==> config.mk <==
export PLATFORM = sky130hd
export DESIGN_NAME = dmem_arbiter_flat
export DESIGN_NICKNAME = d
export VERILOG_FILES = /design/src/rtl/dmem_arb_pkg.sv /design/src/rtl/dmem_arbiter_if.sv /design/src/rtl/rr_arb2.sv /design/src/rtl/dmem_arbiter.sv /design/src/flat_wrapper.sv
export SDC_FILE = /design/constraint.sdc
export NUM_CORES = 1
export LEC_CHECK = 0
export BUFFER_PORTS_ARGS = -buffer_cell sky130_fd_sc_hd__buf_2
export CAP_MARGIN = 15
export CORE_MARGIN = 5
export CORE_UTILIZATION = 45
export CTS_CLUSTER_DIAMETER = 40
export CTS_CLUSTER_SIZE = 14
export DETAILED_ROUTE_END_ITERATION = 8
export GPL_TIMING_DRIVEN = 0
export HOLD_SLACK_MARGIN = 0.08
export PLACE_DENSITY = 0.86
export SLEW_MARGIN = 0
export SYNTH_ARGS = -nofsm -noshare
export SYNTH_HDL_FRONTEND = slang
export SYNTH_HIERARCHICAL = 1
export SYNTH_SLANG_ARGS = --single-unit
==> constraint.sdc <==
create_clock -name clk -period 5.85 [get_ports clk]
set_input_delay 0.585 -clock clk [delete_from_list [all_inputs] [get_ports clk]]
set_output_delay 0.585 -clock clk [all_outputs]
set_load 0.01 [all_outputs]
==> src/rtl/dmem_arb_pkg.sv <==
// Shared types and constants for the data-memory arbiter: FSM states,
// requester IDs and the default mapped window.
package dmem_arb_pkg;

  typedef enum logic [1:0] {
    IDLE,
    ISSUE,
    RD_WAIT,
    RESP
  } state_t;

  localparam logic REQ_CORE = 1'b0;
  localparam logic REQ_DMA  = 1'b1;

  localparam int DEF_MEM_BASE  = 1024;
  localparam int DEF_MEM_LIMIT = 1050;

endpackage

==> src/rtl/dmem_arbiter_if.sv <==
// Bundle of both requester channels plus the single-port memory channel.
// The slave modport is the arbiter's view; master is the environment's view.
interface dmem_arbiter_if #(
  parameter int DATA_WIDTH = 32,
  parameter int ADDR_WIDTH = 32
);
  logic                  req0, req1;
  logic                  we0, we1;
  logic [ADDR_WIDTH-1:0] addr0, addr1;
  logic [DATA_WIDTH-1:0] wdata0, wdata1;
  logic                  gnt0, gnt1;
  logic                  done0, done1;
  logic                  err0, err1;
  logic [DATA_WIDTH-1:0] rdata0, rdata1;
  logic                  mem_wr_en;
  logic [ADDR_WIDTH-1:0] mem_addr;
  logic [DATA_WIDTH-1:0] mem_din;
  logic [DATA_WIDTH-1:0] mem_dout;

  modport slave (
    input  req0, req1, we0, we1, addr0, addr1, wdata0, wdata1, mem_dout,
    output gnt0, gnt1, done0, done1, err0, err1, rdata0, rdata1,
           mem_wr_en, mem_addr, mem_din
  );

  modport master (
    output req0, req1, we0, we1, addr0, addr1, wdata0, wdata1, mem_dout,
    input  gnt0, gnt1, done0, done1, err0, err1, rdata0, rdata1,
           mem_wr_en, mem_addr, mem_din
  );
endinterface

==> src/rtl/rr_arb2.sv <==
// Two-way round-robin pick: on contention the requester that did not win
// last time is chosen; a lone requester always wins.
module rr_arb2
  import dmem_arb_pkg::*;
(
  input  logic req0,
  input  logic req1,
  input  logic last,
  output logic winner,
  output logic any
);

  always_comb begin
    any = req0 | req1;
    if (req0 && req1) winner = ~last;
    else if (req1)    winner = REQ_DMA;
    else              winner = REQ_CORE;
  end

endmodule

==> src/rtl/dmem_arbiter.sv <==
// Round-robin scheduler for the single-port data memory: range/alignment
// check, 1-cycle registered read sequencing, per-requester responses.
module dmem_arbiter
  import dmem_arb_pkg::*;
#(
  parameter int DATA_WIDTH = 32,
  parameter int ADDR_WIDTH = 32,
  parameter int MEM_BASE   = DEF_MEM_BASE,
  parameter int MEM_LIMIT  = DEF_MEM_LIMIT
) (
  input  logic             clk,
  input  logic             reset,
  dmem_arbiter_if.slave    bus
);

  localparam logic [ADDR_WIDTH-1:0] BASE_A  = ADDR_WIDTH'(MEM_BASE);
  localparam logic [ADDR_WIDTH-1:0] LIMIT_A = ADDR_WIDTH'(MEM_LIMIT);

  state_t                state, state_next;
  logic                  last, last_next;
  logic                  id_q, id_next;
  logic                  we_q, we_next;
  logic                  bad_q, bad_next;
  logic [ADDR_WIDTH-1:0] addr_q, addr_next;
  logic [DATA_WIDTH-1:0] din_q, din_next;

  logic                  wr_en_q, wr_en_d;
  logic                  gnt0_q, gnt0_d, gnt1_q, gnt1_d;
  logic                  done0_q, done0_d, done1_q, done1_d;
  logic                  err0_q, err0_d, err1_q, err1_d;
  logic [DATA_WIDTH-1:0] rdata0_q, rdata0_d, rdata1_q, rdata1_d;

  logic                  winner, any;
  logic                  we_w, bad_w;
  logic [ADDR_WIDTH-1:0] addr_w;
  logic [DATA_WIDTH-1:0] wdata_w;
  logic                  resp_fire;
  logic [DATA_WIDTH-1:0] resp_data;

  rr_arb2 u_rr (
    .req0   (bus.req0),
    .req1   (bus.req1),
    .last   (last),
    .winner (winner),
    .any    (any)
  );

  // Winner's request fields and its range/alignment verdict.
  always_comb begin
    we_w    = (winner == REQ_DMA) ? bus.we1    : bus.we0;
    addr_w  = (winner == REQ_DMA) ? bus.addr1  : bus.addr0;
    wdata_w = (winner == REQ_DMA) ? bus.wdata1 : bus.wdata0;
    bad_w   = (addr_w < BASE_A) | (addr_w >= LIMIT_A) | (addr_w[1:0] != 2'b00);
  end

  // NOTE: every signal gets a default before the case so no path leaves one
  // unassigned; an unassigned path in always_comb infers a latch.
  always_comb begin
    state_next = state;
    last_next  = last;
    id_next    = id_q;
    we_next    = we_q;
    bad_next   = bad_q;
    addr_next  = addr_q;
    din_next   = din_q;
    wr_en_d    = 1'b0;
    gnt0_d     = 1'b0;
    gnt1_d     = 1'b0;
    resp_fire  = 1'b0;
    resp_data  = '0;

    case (state)
      IDLE: begin
        if (any) begin
          state_next = ISSUE;
          last_next  = winner;
          id_next    = winner;
          we_next    = we_w;
          bad_next   = bad_w;
          addr_next  = addr_w;
          din_next   = wdata_w;
          wr_en_d    = we_w & ~bad_w;
          gnt0_d     = (winner == REQ_CORE);
          gnt1_d     = (winner == REQ_DMA);
        end
      end
      ISSUE: begin
        if (bad_q || we_q) begin
          state_next = RESP;
          resp_fire  = 1'b1;
        end else begin
          state_next = RD_WAIT;
        end
      end
      RD_WAIT: begin
        state_next = RESP;
        resp_fire  = 1'b1;
        resp_data  = bus.mem_dout;
      end
      RESP:    state_next = IDLE;
      default: state_next = IDLE;
    endcase

    // Response registers load on entry to RESP and clear on the way out.
    done0_d  = resp_fire & (id_q == REQ_CORE);
    done1_d  = resp_fire & (id_q == REQ_DMA);
    err0_d   = done0_d & bad_q;
    err1_d   = done1_d & bad_q;
    rdata0_d = done0_d ? resp_data : '0;
    rdata1_d = done1_d ? resp_data : '0;
  end

  // NOTE: sequential state uses non-blocking assignments so every register
  // samples the pre-edge values regardless of statement order.
  always_ff @(posedge clk or posedge reset) begin
    if (reset) begin
      state    <= IDLE;
      last     <= REQ_DMA;
      id_q     <= REQ_CORE;
      we_q     <= 1'b0;
      bad_q    <= 1'b0;
      addr_q   <= '0;
      din_q    <= '0;
      wr_en_q  <= 1'b0;
      gnt0_q   <= 1'b0;
      gnt1_q   <= 1'b0;
      done0_q  <= 1'b0;
      done1_q  <= 1'b0;
      err0_q   <= 1'b0;
      err1_q   <= 1'b0;
      rdata0_q <= '0;
      rdata1_q <= '0;
    end else begin
      state    <= state_next;
      last     <= last_next;
      id_q     <= id_next;
      we_q     <= we_next;
      bad_q    <= bad_next;
      addr_q   <= addr_next;
      din_q    <= din_next;
      wr_en_q  <= wr_en_d;
      gnt0_q   <= gnt0_d;
      gnt1_q   <= gnt1_d;
      done0_q  <= done0_d;
      done1_q  <= done1_d;
      err0_q   <= err0_d;
      err1_q   <= err1_d;
      rdata0_q <= rdata0_d;
      rdata1_q <= rdata1_d;
    end
  end

  assign bus.gnt0      = gnt0_q;
  assign bus.gnt1      = gnt1_q;
  assign bus.done0     = done0_q;
  assign bus.done1     = done1_q;
  assign bus.err0      = err0_q;
  assign bus.err1      = err1_q;
  assign bus.rdata0    = rdata0_q;
  assign bus.rdata1    = rdata1_q;
  assign bus.mem_wr_en = wr_en_q;
  assign bus.mem_addr  = addr_q;
  assign bus.mem_din   = din_q;

endmodule

==> src/flat_wrapper.sv <==
// flat-port wrapper written by rule: the top's interface ports become plain ports
module dmem_arbiter_flat import dmem_arb_pkg::*;
#(
  parameter int DATA_WIDTH = 32,
  parameter int ADDR_WIDTH = 32,
  parameter int MEM_BASE   = DEF_MEM_BASE,
  parameter int MEM_LIMIT  = DEF_MEM_LIMIT
)
  (clk, reset, bus_req0, bus_req1, bus_we0, bus_we1, bus_addr0, bus_addr1, bus_wdata0, bus_wdata1, bus_mem_dout, bus_gnt0, bus_gnt1, bus_done0, bus_done1, bus_err0, bus_err1, bus_rdata0, bus_rdata1, bus_mem_wr_en, bus_mem_addr, bus_mem_din);
  dmem_arbiter_if #(.DATA_WIDTH(DATA_WIDTH), .ADDR_WIDTH(ADDR_WIDTH)) bus_i ();
  input  logic clk;
  input  logic reset;
  input wire logic [$bits(bus_i.req0)-1:0] bus_req0;
  input wire logic [$bits(bus_i.req1)-1:0] bus_req1;
  input wire logic [$bits(bus_i.we0)-1:0] bus_we0;
  input wire logic [$bits(bus_i.we1)-1:0] bus_we1;
  input wire logic [$bits(bus_i.addr0)-1:0] bus_addr0;
  input wire logic [$bits(bus_i.addr1)-1:0] bus_addr1;
  input wire logic [$bits(bus_i.wdata0)-1:0] bus_wdata0;
  input wire logic [$bits(bus_i.wdata1)-1:0] bus_wdata1;
  input wire logic [$bits(bus_i.mem_dout)-1:0] bus_mem_dout;
  output wire logic [$bits(bus_i.gnt0)-1:0] bus_gnt0;
  output wire logic [$bits(bus_i.gnt1)-1:0] bus_gnt1;
  output wire logic [$bits(bus_i.done0)-1:0] bus_done0;
  output wire logic [$bits(bus_i.done1)-1:0] bus_done1;
  output wire logic [$bits(bus_i.err0)-1:0] bus_err0;
  output wire logic [$bits(bus_i.err1)-1:0] bus_err1;
  output wire logic [$bits(bus_i.rdata0)-1:0] bus_rdata0;
  output wire logic [$bits(bus_i.rdata1)-1:0] bus_rdata1;
  output wire logic [$bits(bus_i.mem_wr_en)-1:0] bus_mem_wr_en;
  output wire logic [$bits(bus_i.mem_addr)-1:0] bus_mem_addr;
  output wire logic [$bits(bus_i.mem_din)-1:0] bus_mem_din;
  assign bus_i.req0 = bus_req0;
  assign bus_i.req1 = bus_req1;
  assign bus_i.we0 = bus_we0;
  assign bus_i.we1 = bus_we1;
  assign bus_i.addr0 = bus_addr0;
  assign bus_i.addr1 = bus_addr1;
  assign bus_i.wdata0 = bus_wdata0;
  assign bus_i.wdata1 = bus_wdata1;
  assign bus_i.mem_dout = bus_mem_dout;
  assign bus_gnt0 = bus_i.gnt0;
  assign bus_gnt1 = bus_i.gnt1;
  assign bus_done0 = bus_i.done0;
  assign bus_done1 = bus_i.done1;
  assign bus_err0 = bus_i.err0;
  assign bus_err1 = bus_i.err1;
  assign bus_rdata0 = bus_i.rdata0;
  assign bus_rdata1 = bus_i.rdata1;
  assign bus_mem_wr_en = bus_i.mem_wr_en;
  assign bus_mem_addr = bus_i.mem_addr;
  assign bus_mem_din = bus_i.mem_din;
  dmem_arbiter #(.DATA_WIDTH(DATA_WIDTH), .ADDR_WIDTH(ADDR_WIDTH), .MEM_BASE(MEM_BASE), .MEM_LIMIT(MEM_LIMIT)) u_core (.clk(clk), .reset(reset), .bus(bus_i));
endmodule
Word level (Yosys, flattened, before mapping)
Cells that the tools add are included.
{"block": "totals", "ff_bits": 141, "in_bits": 166, "out_inout_bits": 135}
{"block": "classes", "n_mux": 19, "order_cmp": 2, "bitwise": 12, "n_reduce_logical": 5, "eq_ne": 4}
{"op": "two-way mux 32 bit", "n": 5}
{"op": ">= comparator 32 x 11 -> 1 bit, second input constant", "n": 1}
{"op": "< comparator 32 x 11 -> 1 bit, second input constant", "n": 1}
{"op": "two-way mux 1 bit", "n": 11}
{"op": "case mux 2 bit (4 select lines)", "n": 1}
{"op": "bitwise AND 1 bit", "n": 5}
{"op": "equality test 2 bit, second input constant", "n": 2}
{"op": "NOT 1 bit", "n": 4}
{"op": "bitwise OR 1 bit", "n": 3}
{"op": "equality test 2 x 1 -> 1 bit, second input constant", "n": 1}
{"op": "zero test 2 bit", "n": 1}
{"op": "two-way mux 2 bit", "n": 1}
{"op": "!= test 2 x 1 -> 1 bit, second input constant", "n": 1}
{"op": "case mux 1 bit (2 select lines)", "n": 1}
{"op": "AND reduction 2 bit", "n": 1}
{"op": "nonzero test 2 bit", "n": 1}
{"op": "logical AND 1 bit", "n": 1}
{"op": "logical OR 1 bit", "n": 1}

Logic depth before layout (Yosys ltp)
{"block": "depth", "word_depth": 10, "mapped_depth": 9, "mapped_depth_nobuf": 7}

Hierarchy
Netlist, hierarchy kept.
{"module": "dmem_arbiter", "area_per_inst_um2": 5594.1, "n_inst": 1, "cells_each": 525}
{"module": "rr_arb2", "area_per_inst_um2": 13.8, "n_inst": 1, "cells_each": 2}

Worst setup path after synthesis
OpenSTA, ideal clock, no wires.
{"block": "synth_timing", "kind": "in2reg", "startpoint": "input port bus_req1", "endpoint": "register u_core.bad_q", "path_stages": 6, "setup_slack_ps": 3814, "arrival_ps": 1912, "path_cell_list": "a21boi_1 > buf_4 > or4b_1 > nor4_1 > o22ai_1 > o31a_1"}
{"block": "synth_between", "elab_chain_len": 6, "word_cells_on_any_way": 11, "cone_classes": "order compare (2); mux (3); bitwise (3); reduce/logical (3)"}
{"item": "from (decl)", "line_no": "flat_wrapper.sv:14", "text": "input wire logic [$bits(bus_i.req1)-1:0] bus_req1;"}
{"item": "two-way mux 1 bit / logical AND 1 bit (equally long branches)", "line_no": "rr_arb2.sv:16, rr_arb2.sv:15"}
{"item": "two-way mux 1 bit", "line_no": "rr_arb2.sv:15", "text": "if (req0 && req1) winner = ~last;"}
{"item": "two-way mux 32 bit", "line_no": "dmem_arbiter.sv:51", "text": "addr_w = (winner == REQ_DMA) ? bus.addr1 : bus.addr0;"}
{"item": "< comparator 32 x 11 -> 1 bit / >= comparator 32 x 11 -> 1 bit (equally long branches)", "line_no": "dmem_arbiter.sv:53", "text": "bad_w = (addr_w < BASE_A) | (addr_w >= LIMIT_A) | (addr_w[1:0] != 2'b00);"}
{"item": "bitwise OR 1 bit (2 in series)", "line_no": "dmem_arbiter.sv:53"}
{"item": "to (signal assigned)", "line_no": "dmem_arbiter.sv:138", "text": "bad_q <= bad_next;"}
{"item": "to (decl)", "line_no": "dmem_arbiter.sv:23", "text": "logic bad_q, bad_next;"}
Parallel ways exist; a longest one is shown, timed or not.
A chain may end at the register's enable or synchronous reset.

Worst setup path after layout
{"block": "layout_timing", "startpoint": "register u_core.last", "endpoint": "register u_core.bad_q"}
{"block": "layout_between", "elab_chain_len": 6, "word_cells_on_any_way": 8, "cone_classes": "order compare (2); mux (2); bitwise (3); reduce/logical (1)"}
{"item": "from (decl)", "line_no": "dmem_arbiter.sv:20", "text": "logic last, last_next;"}
{"item": "from (signal assigned)", "line_no": "dmem_arbiter.sv:135", "text": "last <= last_next;"}
{"item": "NOT 1 bit *", "line_no": "rr_arb2.sv:15"}
{"item": "two-way mux 1 bit *", "line_no": "rr_arb2.sv:15"}
{"item": "net u_core.winner", "line_no": "dmem_arbiter.sv:33", "text": "logic winner, any;"}
{"item": "two-way mux 32 bit *", "line_no": "dmem_arbiter.sv:51"}
{"item": "< comparator 32 x 11 -> 1 bit / >= comparator 32 x 11 -> 1 bit (equally long branches)", "line_no": "dmem_arbiter.sv:53"}
{"item": "bitwise OR 1 bit", "line_no": "dmem_arbiter.sv:53"}
{"item": "bitwise OR 1 bit *", "line_no": "dmem_arbiter.sv:53"}
Mark *: on every way through the listed nets, which the timed path passes. The rest lies on a longest branch.

==> summary.md <==
| Metric | Value |
|---|---|
| Core area | between 10,000 and 15,000 sq um |
| Placed Cells incl. Taps | about 1,000 |
| Pre-CTS WS | between 3 and 4 ns |
| # DRC | 0 |
| Die Ht | between 100 and 150 microns |
| Initial antenna violation count | 0 |
| Syn Inst Count | ~530 |
| # H-tree levels | 4 |
| Max-slew violations | 0 |
| TNS Setup | 0 ns |
| Post-synth top area cell | dfrtp_1 |
| Hold Vio Cnt, Final | 0 |
| Worst Setup Start Kind | flop |
| Die Area | between 10,000 and 15,000 sq um |
| Top-count cell post-synth | dfrtp_1 |
| Worst stage delay on the critical path | 0.46 ns |
| Initial DRC Count | between 200 and 300 |
| Least-Margin Pin Slew | 0.675 ns |
| # hold bufs at CTS | 0 |
| Post-CTS Setup Bufs | 0 |
| Mean area per synthesized cell | around 11 sq um |
| Ys flop type | dfrtp_1 |
| Routability cong. | approximately 0.91 |
| Register clock-pin slew on the reported worst setup and hold paths | 0.05 ns |
| EDFF count, synth | 0 |
| Ant diodes | 0 |
| Leak pwr | around 0.0044 uW |
| Total global-route track usage | 22.6% |
| Yosys cell types | 30 |
| Peak Freq | between 400 and 500 MHz |
| Skew final | between 0.006 and 0.007 ns |
| DR WL/cell | ~17 microns |
| Endpoint type of the worst setup path | flop |
| CTS Buf Count | 17 |
| P&R area growth vs syn | 41.9% |
| Post-DP HPWL | ~13 mm |
| Data required, critical path | 6.14 ns |
| Final setup viols | 0 |
| Non-filler cells, final | around 1,000 |
| CTS resizes | 0 |
| Die width | 122 microns |
| # rows | 40 |
| #FFs+latches synth | approximately 140 |
| Maxcap violations | 0 |
| Largest net degree at the start of global routing | 93 |
| Final #Nets | 1,016 |
| IO Port Bufs | 300 |
| Vias per std cell | approximately 5.0 |
| Critical path class | flop to flop |
| Final WL | ~17 mm |
| CP Cell Sequence | a21boi_1 -> buf_4 -> or4b_1 -> nor4_1 -> o22ai_1 -> o31a_1 |
| CTS tree | built |
| Via count | about 5,000 |
| Ranking of synthesized cells by area | dfrtp_1, mux2i_1, nand2_1, o21ai_0, nor2_1 |
| Antenna viol nets, final | 0 |
| First-pass GRT wire length | 25.8 mm |
| Starting Density | between 40% and 50% |
| RSZ-0062 raised after global routing | false |
| Crit share post-route | 38.1% |
| Type of the worst min-delay path | input port to asynchronous set/reset pin |
| Syn. warnings | 6 |
| Synth top area share | a little over three fifths |
| 1st-pass router iterations | 5 |
| Maximum fanout along the worst path | 10 |
| CTS Buffer Depth | 2 |
| Ports | approximately 300 |
| Total gr overflow | 0 |
| Status | completed |
| Number of global-route vias before repair | approximately 5,200 |
| Mapped cell area | around 5600 sq um |
| Layout cell share with drive strength beyond 1 | 39.7% |
| Mapped Nets | around 700 |
| Clock root buffer | clkbuf_16 |
| CTS Sinks | between 100 and 150 |
| Max VDD drop | roughly 0.22 mV |
| Ys async rst share | 100% |
| Utilization after layout | between 60% and 70% |
| CP arrival | approximately 2.5 ns |
| Min Tclk post-route | roughly 2.2 ns |
| Max transition margin | between 50% and 60% |
| Sequential element share of the synthesized area | 62.9% |
| Final WS setup | around 3.6 ns |
| Cell area power density | between 400 and 500 nW/um^2 |
| Worst skew pair latency | a little over 0.4 ns |
| Highest-delay cell along the critical path | or4b_1 |
| Commonest cells post-synth | dfrtp_1, nand2_1, nor2_1 |
## worst paths after layout
check,slack (ns),cells after the start,end,from
max reg2reg,3.62,6,u_core/bad_q,u_core/last
min in group clk,0.42,3,u_core/bus.rdata1[14],bus_mem_dout[14]
min,0.21,2,u_core/bus.rdata0[20],reset
max in group asynchronous,4.87,3,u_core/bus.mem_addr[23],reset
min reg2reg,0.46,2,u_core/last,u_core/last
max,3.62,6,u_core/bad_q,u_core/last
## cells in the final DEF (no fill, tap or decap), types with 2 or more instances in the layout
| cell | instances |
|---|---|
| a21oi_1 | 2 |
| ha_1 | 3 |
| nor2_1 | 70 |
| clkbuf_8 | 3 |
| mux2i_1 | 65 |
| o211ai_1 | 2 |
| clkinv_2 | 3 |
| bufinv_16 | 3 |
| nand2_1 | 106 |
| o21ai_0 | 67 |
| nor4_1 | 10 |
| nand4_1 | 3 |
| clkbuf_1 | 26 |
| inv_6 | 2 |
| clkinvlp_4 | 2 |
| clkbuf_16 | 17 |
| inv_1 | 7 |
| nor3_1 | 3 |
| or2_1 | 2 |
| dfrtp_1 | 140 |
| buf_2 | 306 |
## flip-flops by register name, summed over array words and instances, names as in the netlist
signal                cells
u_core/bus.mem_addr      32
u_core/bus.mem_din       32
u_core/bus.rdata0        32
u_core/bus.rdata1        32
u_core/state              2
u_core/bad_q              1
u_core/bus.done0          1
u_core/bus.done1          1
u_core/bus.err0           1
u_core/bus.err1           1
u_core/bus.gnt0           1
u_core/bus.gnt1           1
u_core/bus.mem_wr_en      1
u_core/id_q               1
u_core/last               1
u_core/we_q               1
## metal layers
metal	vias to the layer above	global-route usage [%]	share of wire [%]
met1	2408	26.8	37
met2	271	39.4	51
met3	38	5.29	8.5
met5	-	0	0
li1	2397	-	-
met4	0	9.52	3.1
## layout make-up
class	count	area (sq um)
Fill cell	967	4150
Sequential cell	141	3530
Multi-Input combinational cell	345	1910
Timing Repair Buffer	301	1530
Clock buffer	21	470
Tap cell	168	210
Clock inverter	10	138
Buffer	33	135
Inverter	8	35.0
## cell families (layout without fill, tap and decap cells)
kind of cell,after synthesis,count (layout),share of synthesized area (%)
AO/OA/AOI/OAI,76,76,7.12
flip-flops,141,141,62.9
adder cells (fa/ha/maj),3,3,0.669
buffers and inverters,41,373,2.95
multiplexers,65,65,11.6
AND/OR/NAND/NOR,201,201,14.7
## power by group
group	switching (uW)	internal [uW]	total (uW)
clock network	388	702	1090
logic	774	436	1210
registers	134	1260	1390
total	1300	2390	3690
## critical path: cells and delay by family (launching register included)
kind,cells,cell delay [ns]
AND/OR/NAND/NOR,2,0.75
flip-flops,1,0.37
AO/OA/AOI/OAI,3,0.75
buffers and inverters,1,0.24
## per-stage QoR
step,area [sq um],total power [uW],hold WS [ns]
finish,7960,3690,0.205
global route,7960,3930,0.230
CTS,7960,3720,0.214
detailed placement,7350,2630,0.453
global placement,7320,2580,0.451
floorplan,5610,2070,0.439
(Power assumes the default switching activity.)
